==> config.mk <==
export PLATFORM = sky130hd
export DESIGN_NAME = ram_bubble_sort
export DESIGN_NICKNAME = d
export VERILOG_FILES = /design/src/rtl/ram_bubble_sort.sv
export SDC_FILE = /design/constraint.sdc
export NUM_CORES = 1
export LEC_CHECK = 0
export CAP_MARGIN = 20
export CORE_UTILIZATION = 40
export DETAILED_ROUTE_END_ITERATION = 7
export SLEW_MARGIN = 20
export SYNTH_ARGS = -nofsm -noshare
export SYNTH_HDL_FRONTEND = slang
export SYNTH_SLANG_ARGS = --single-unit
export TNS_END_PERCENT = 5
==> constraint.sdc <==
create_clock -name clk -period 2.31 [get_ports clk]
set_input_delay 0.231 -clock clk [delete_from_list [all_inputs] [get_ports clk]]
set_output_delay 0.231 -clock clk [all_outputs]
set_load 0.02 [all_outputs]
==> src/rtl/ram_bubble_sort.sv <==
// In-place ascending bubble sort of a DEPTH x DATA_W single-port RAM with
// early termination; the pass window shrinks by one word after each pass.
module ram_bubble_sort #(
    parameter int DEPTH       = 32,
    parameter int ADDR_W      = 5,
    parameter int DATA_W      = 8,
    parameter int WAIT_CYCLES = 2
) (
    input  logic              clk,
    input  logic              reset,
    input  logic              start,
    input  logic [DATA_W-1:0] ram_out,
    output logic [ADDR_W-1:0] address,
    output logic [DATA_W-1:0] data,
    output logic              wren,
    output logic              busy,
    output logic              done,
    output logic [ADDR_W-1:0] pass_count,
    output logic [8:0]        swap_count
);

    localparam int WAIT_W = (WAIT_CYCLES > 1) ? $clog2(WAIT_CYCLES) : 1;

    typedef enum logic [3:0] {
        IDLE, RD_A, WAIT_A, RD_B, WAIT_B, CMP, WR_A, WR_B, NEXT, DONE
    } state_t;

    state_t              state_q, state_d;
    logic [ADDR_W-1:0]   i_q, i_d;
    logic [ADDR_W-1:0]   last_q, last_d;
    logic [DATA_W-1:0]   va_q, va_d;
    logic [DATA_W-1:0]   vb_q, vb_d;
    logic                swapped_q, swapped_d;
    logic [WAIT_W-1:0]   wait_q, wait_d;
    logic [ADDR_W-1:0]   address_q, address_d;
    logic [DATA_W-1:0]   data_q, data_d;
    logic                wren_q, wren_d;
    logic [ADDR_W-1:0]   pass_q, pass_d;
    logic [8:0]          swap_q, swap_d;
    logic                wait_last;

    assign wait_last = (wait_q == WAIT_W'(WAIT_CYCLES - 1));

    always_ff @(posedge clk) begin
        if (reset) begin
            state_q   <= IDLE;
            i_q       <= '0;
            last_q    <= '0;
            va_q      <= '0;
            vb_q      <= '0;
            swapped_q <= 1'b0;
            wait_q    <= '0;
            address_q <= '0;
            data_q    <= '0;
            wren_q    <= 1'b0;
            pass_q    <= '0;
            swap_q    <= '0;
        end else begin
            state_q   <= state_d;
            i_q       <= i_d;
            last_q    <= last_d;
            va_q      <= va_d;
            vb_q      <= vb_d;
            swapped_q <= swapped_d;
            wait_q    <= wait_d;
            address_q <= address_d;
            data_q    <= data_d;
            wren_q    <= wren_d;
            pass_q    <= pass_d;
            swap_q    <= swap_d;
        end
    end

    always_comb begin
        state_d   = state_q;
        i_d       = i_q;
        last_d    = last_q;
        va_d      = va_q;
        vb_d      = vb_q;
        swapped_d = swapped_q;
        wait_d    = wait_q;
        address_d = address_q;
        data_d    = data_q;
        wren_d    = 1'b0;
        pass_d    = pass_q;
        swap_d    = swap_q;
        case (state_q)
            IDLE: begin
                if (start) begin
                    i_d       = '0;
                    last_d    = ADDR_W'(DEPTH - 2);
                    swapped_d = 1'b0;
                    pass_d    = '0;
                    swap_d    = '0;
                    state_d   = RD_A;
                end
            end
            RD_A: begin
                address_d = i_q;
                wait_d    = '0;
                state_d   = WAIT_A;
            end
            WAIT_A: begin
                if (wait_last) begin
                    va_d    = ram_out;
                    state_d = RD_B;
                end else begin
                    wait_d = wait_q + 1'b1;
                end
            end
            RD_B: begin
                address_d = i_q + 1'b1;
                wait_d    = '0;
                state_d   = WAIT_B;
            end
            WAIT_B: begin
                if (wait_last) begin
                    vb_d    = ram_out;
                    state_d = CMP;
                end else begin
                    wait_d = wait_q + 1'b1;
                end
            end
            CMP: begin
                // The first write is launched here so wren is high while in WR_A.
                if (va_q > vb_q) begin
                    swapped_d = 1'b1;
                    swap_d    = swap_q + 1'b1;
                    address_d = i_q;
                    data_d    = vb_q;
                    wren_d    = 1'b1;
                    state_d   = WR_A;
                end else begin
                    state_d = NEXT;
                end
            end
            WR_A: begin
                address_d = i_q + 1'b1;
                data_d    = va_q;
                wren_d    = 1'b1;
                state_d   = WR_B;
            end
            WR_B: begin
                state_d = NEXT;
            end
            NEXT: begin
                if (i_q < last_q) begin
                    i_d     = i_q + 1'b1;
                    state_d = RD_A;
                end else begin
                    pass_d = pass_q + 1'b1;
                    if (!swapped_q || (last_q == '0)) begin
                        state_d = DONE;
                    end else begin
                        last_d    = last_q - 1'b1;
                        i_d       = '0;
                        swapped_d = 1'b0;
                        state_d   = RD_A;
                    end
                end
            end
            DONE: begin
                if (!start) begin
                    state_d = IDLE;
                end
            end
            default: begin
                state_d = IDLE;
            end
        endcase
    end

    assign address    = address_q;
    assign data       = data_q;
    assign wren       = wren_q;
    assign busy       = (state_q != IDLE) && (state_q != DONE);
    assign done       = (state_q == DONE);
    assign pass_count = pass_q;
    assign swap_count = swap_q;

    always_ff @(posedge clk) begin
        if (!reset) begin
            assert (!wren_q || state_q == WR_A || state_q == WR_B);
            assert (!(done && busy));
        end
    end

endmodule

Word-level counts from Yosys, hierarchy flattened
Index checks and enable logic that the tools add are counted.

Word-level logic and storage cells: 96. Bits of input ports: 11. Flip-flop bits (word level): 60.

Reduce and logical (&&, ||, !) cells: 25. $lt $le $gt $ge: 2. Equal/unequal tests: 18. Muxes and demuxes: 34. Add/sub/neg operators: 5.

Operators by type and width (count): two-way mux 5 bit (8); case mux 4 bit (10 select lines) (1); case mux 5 bit (2 select lines) (3); two-way mux 4 bit (7); two-way mux 9 bit (2); case mux 9 bit (2 select lines) (1); == test 4 x 3 -> 1 bit, second input constant (4); case mux 8 bit (2 select lines) (1); case mux 5 bit (3 select lines) (1); inequality test 2 bit, second input constant (7); adder 5 x 1 -> 5 bit, second input constant (2); adder 9 x 1 -> 9 bit, second input constant (1); AND reduction 3 bit (3); == test 4 x 2 -> 1 bit, second input constant (2); == test 4 bit, second input constant (2); > comparator 8 bit (1); two-way mux 8 bit (1); AND reduction 2 bit (4); AND reduction 4 bit (2); nonzero test 2 bit (4); two-way mux 1 bit (6); nonzero test 3 bit (2); OR reduction 2 bit (3); zero test 5 bit (1); 14 further kinds (15).

Longest topological paths before layout
Word-level depth: 5. Depth in mapped cells: 9. Mapped depth without buffers: 8.

Worst setup path after synthesis
Ideal clock, no wire load.

Path type: reg-to-reg. From: register vb_q[6]. To: register address_q[4], in the netlist address[4]. Path slack: 0.374 ns. Cell stages (with the launch flop): 9. Data arrival time: 1.808 ns. Clock period less this slack: 1.936 ns. Data required time: 2.182 ns. Library setup time: 0.128 ns. Path through: dfxtp_1 > inv_1 > ha_1 > nand4_4 > nor2_8 > nor3_2 > o41ai_4 > mux2i_1 > nor2_1.

Cells in the longest elaborated chain, start to end: 3.

Ends and longest elaborated chain: from (decl) (line 32) `logic [DATA_W-1:0] vb_q, vb_d;`; from (signal assigned) (line 63) `vb_q <= vb_d;`; > comparator 8 bit (line 126) `if (va_q > vb_q) begin`; inequality test 2 bit (no line); AND reduction 2 bit (no line); to (signal assigned) (line 66) `address_q <= address_d;`; to (decl) (line 35) `logic [ADDR_W-1:0] address_q, address_d;`.

Every way passes these cells. A chain may end at the register's enable or synchronous reset.

Worst setup path after layout
From: register vb_q[1]. To: register wren_q, in the netlist wren.

Cells in the longest elaborated chain, start to end: 3.

Ends and longest elaborated chain: > comparator 8 bit (line 126); two-way mux 1 bit (line 126); case mux 1 bit (2 select lines) (line 87) `case (state_q)`; to (signal assigned) (line 68) `wren_q <= wren_d;`; to (decl) (line 37) `logic wren_q, wren_d;`.

Every way passes these cells.

==> impl_metrics.py <==
metrics = {
    "run_status": {
        "status": "finished, final reports clean",
    },
    "timing": {
        "hold_violations": 0,
        "relSlewSlack": 0.4167,
        "fmax_mhz": 463.9,
        "setup_viol": 0,
        "report.final.slew_viol_count": 0,
        "worst_pin_slew_ns": 0.8718,
        "tns_ns": 0,
        "layout_min_cycle_time_ns": 2.156,
        "rsz0062_at_grt": "true",
        "skew_ns": 0.008845,
        "fin_crit_sh": 0.9332,
    },
    "route": {
        "drt_iter0_markers": 112,
        "drt_first_pass_iters": 4,
        "vias_per_cell": 5.337,
        "drc": 0,
        "ant_nets": 0,
        "post_drt_wl_per_cell_um": 14.70,
        "vias": 2791,
        "totalWireLength_mm": 7.688,
    },
    "clocking": {
        "holdBufCountCts": 0,
        "clock_sinks": 60,
        "htreeDepth": 3,
        "clk_path_buf_depth": 2,
        "cts_buffers": 9,
        "cts.clk_slew.worst_paths_ns": 0.07,
        "clock_latency_ns": 0.35,
        "cts_tree": "built",
        "ctsRootBufferMaster": "clkbuf_8",
    },
    "setup_path": {
        "worstSetupPathType": "register to register",
        "crit_path_end": "wren$_SDFF_PP0_",
        "worst_path_largest_cell_delay_ns": 0.35,
        "critPathArrivalTime_ns": 2.41,
        "crit_path_cell_trace": "inv_1, ha_1, nor2b_1, o211ai_2, a211o_1, a21oi_1, nand2_1, a211oi_1",
        "crit_path_start_kind": "register",
        "reg2reg_depth": 8,
        "critical_path_required_ns": 2.56,
        "rr_startpoint": "vb_q[1]$_SDFFE_PP0P_",
        "worstSetupStartpoint": "vb_q[1]$_SDFFE_PP0P_",
        "end_kind": "register",
        "slowest_stage": "a211o_1",
        "cp_max_fo": 4,
        "r2r-end": "wren$_SDFF_PP0_",
        "rrSetupSlack_ns": 0.15,
    },
    "final_layout": {
        "layoutNonFillerInstCount": 523,
        "multi_input_area_um2": 1944,
        "nFillCells": 763,
        "seq_area_um2": 1201,
        "num-nets-final": 445,
        "area_delta_synth_final_pct": 24.15,
        "drive_gt1_frac": 0.1140,
        "antenna_cells": 0,
    },
    "logic_synthesis": {
        "yosysUniqueCellTypes": 60,
        "syn_inst": 371,
        "synth_ff_type": "dfxtp_1",
        "yosys.area.top_type": "dfxtp_1",
        "synth.cell_area_um2": 3296,
        "ys_ff_latch": 60,
        "yosys.area.top_type_share": 0.3645,
        "ys_warn_count": 0,
        "syn_area_per_cell_um2": 8.883,
        "synth_area_leaders": "dfxtp_1 (36%), mux2i_1 (8.8%), ha_1 (6.5%)",
        "yosysSeqAreaShare": 0.3645,
        "syn_nets": 399,
        "synth-edff-count": 0,
        "async_flop_share": 0,
    },
    "floorplanning": {
        "die_y_um": 92.77,
        "die_w_um": 92.77,
        "die-area_um2": 8606,
        "boundaryPins": 41,
        "start_util": 0.4200,
        "coreArea_um2": 7848,
        "rows": 32,
    },
    "power_and_ir_drop": {
        "irDropWorstVdd_mv": 0.2938,
        "powerDensity_nw_per_um2": 607.0,
        "leakagePower_nw": 1.512,
    },
    "hold_path": {
        "hp-class": "register to register",
    },
    "global_route": {
        "antenna_found_initial": 0,
        "grt_max_degree": 27,
        "grt_pass1_wl_mm": 13.15,
        "grtUsageTotal": 0.1954,
        "overflow": 0,
        "grt_pass1_vias": 2694,
    },
    "placement": {
        "port_buffers": 40,
        "dpl.hpwl_mm": 5.492,
        "place_congestion": 0.7969,
        "dp.cells": 508,
    },
    "job": {
        "maxCapViolCount": 0,
    },
}
[power by group]
| part | switching [W] | internal, W |
|---|---|---|
| Combinational | 0.000162 | 0.000101 |
| Sequential | 0.0000105 | 0.00105 |
| Clock | 0.000425 | 0.000736 |
[how the worst min path moves through the flow]
stage	from	endpoint	slack, ns	cells past startpoint
2_1_floorplan	start	state_q[3]$_SDFFE_PP0P_	0.37	2
3_3_place_gp	swap_count[8]$_SDFFE_PP0P_	swap_count[8]$_SDFFE_PP0P_	0.45	1
3_5_place_dp	swap_count[8]$_SDFFE_PP0P_	swap_count[8]$_SDFFE_PP0P_	0.47	1
4_1_cts	swap_count[8]$_SDFFE_PP0P_	swap_count[8]$_SDFFE_PP0P_	0.48	1
5_1_grt	swap_count[8]$_SDFFE_PP0P_	swap_count[8]$_SDFFE_PP0P_	0.49	1
6_report	swap_count[8]$_SDFFE_PP0P_	swap_count[8]$_SDFFE_PP0P_	0.47	1
[registers in the layout, indices dropped and copies added, names as in the netlist]
| register | count |
|---|---|
| last_q | 5 |
| swap_count | 9 |
| pass_count | 5 |
| vb_q | 8 |
| wren | 1 |
| va_q | 8 |
| wait_last | 1 |
| swapped_q | 1 |
| state_q | 4 |
| i_q | 5 |
| data | 8 |
| address | 5 |
[cells by family after synthesis]
group,after synthesis,synth area share
flops,60,0.3645
mux,30,0.09150
fa+ha+maj,17,0.06454
buf+inv,39,0.05011
xor+xnor,10,0.02657
compound gates,90,0.2027
simple gates,125,0.2001
[per-stage QoR]
step                worst slack, ns  utilization  hold slack [ns]  area, um^2  power, W
CTS                          0.1059       0.5202           0.4756        4083  0.002500
global route               -0.02746       0.5214           0.4854        4091  0.002580
finish                       0.1542       0.5214           0.4687        4091  0.002483
global placement             0.1736       0.4900           0.4517        3845  0.001340
floorplan                    0.3743            -           0.3670        3296  0.001263
detailed placement           0.1327       0.4900           0.4656        3845  0.001343
[what timing repair did]
item | CTS | global route
setup buffers | 0 | 0
gates resized for setup | 0 | 1
endpoints found under the setup margin | 0 | 8
[final cells by class]
| class | count | share of cell area |
|---|---|---|
| clock inverters | 5 | 0.02446 |
| repair buffers | 54 | 0.1235 |
| clock buffers | 10 | 0.03364 |
| well taps | 102 | 0.03119 |
| flip-flops and latches | 60 | 0.2936 |
| inverters | 20 | 0.01835 |
| multi-input cells | 272 | 0.4752 |
[worst max-delay path: cells and delay by family, from the launching register on]
kind	cells	cell delay, ns
fa+ha+maj	1	0.29
buf+inv	1	0.06
simple gates	2	0.27
flops	1	0.33
compound gates	4	1.11
[cell usage after synthesis, drive strengths merged (2+ instances only)]
cell     instances
a2111oi          2
a211oi           4
a21oi           22
a22o             8
a2bb2oi          2
a311oi           3
a31oi           14
a41oi            3
and2             3
and3             5
buf             10
clkbuf           9
dfxtp           60
ha              17
inv             20
mux2i           29
nand2           28
nand2b           2
nand3            9
nand3b           2
nand4            8
nor2            42
nor2b           12
nor3             8
o211ai           3
o21a             2
o21ai           10
o22ai            7
o31ai            2
or3              2
xnor2            5
xor2             5
[cell usage in the layout (no fill, tap or decap), types with 3 or more instances in the layout]
cell type and instances:
o21ai_1 3, nor2_1 39, a311oi_1 3, nor3_1 5
a41oi_1 3, inv_1 20, and3_1 5, xnor2_1 5
dfxtp_1 60, a21oi_1 20, a211oi_1 4, o22ai_1 7
ha_1 17, and2_1 3, nand3_1 9, a22o_1 8
o21ai_0 6, clkdlybuf4s50_1 40, xor2_1 5, clkbuf_8 10
a31oi_1 12, nor2b_1 11, bufinv_16 3, nand2_1 28
mux2i_1 29, buf_4 14, nand4_1 6
[layer usage]
metal	vias up	routed length, um	track usage
met5	-	0	0
met4	0	105	0.06154
met3	11	259	0.04926
met2	42	3502	0.3137
met1	1303	3820	0.2558
li1	1435	-	-
(Power assumes the default switching activity.)
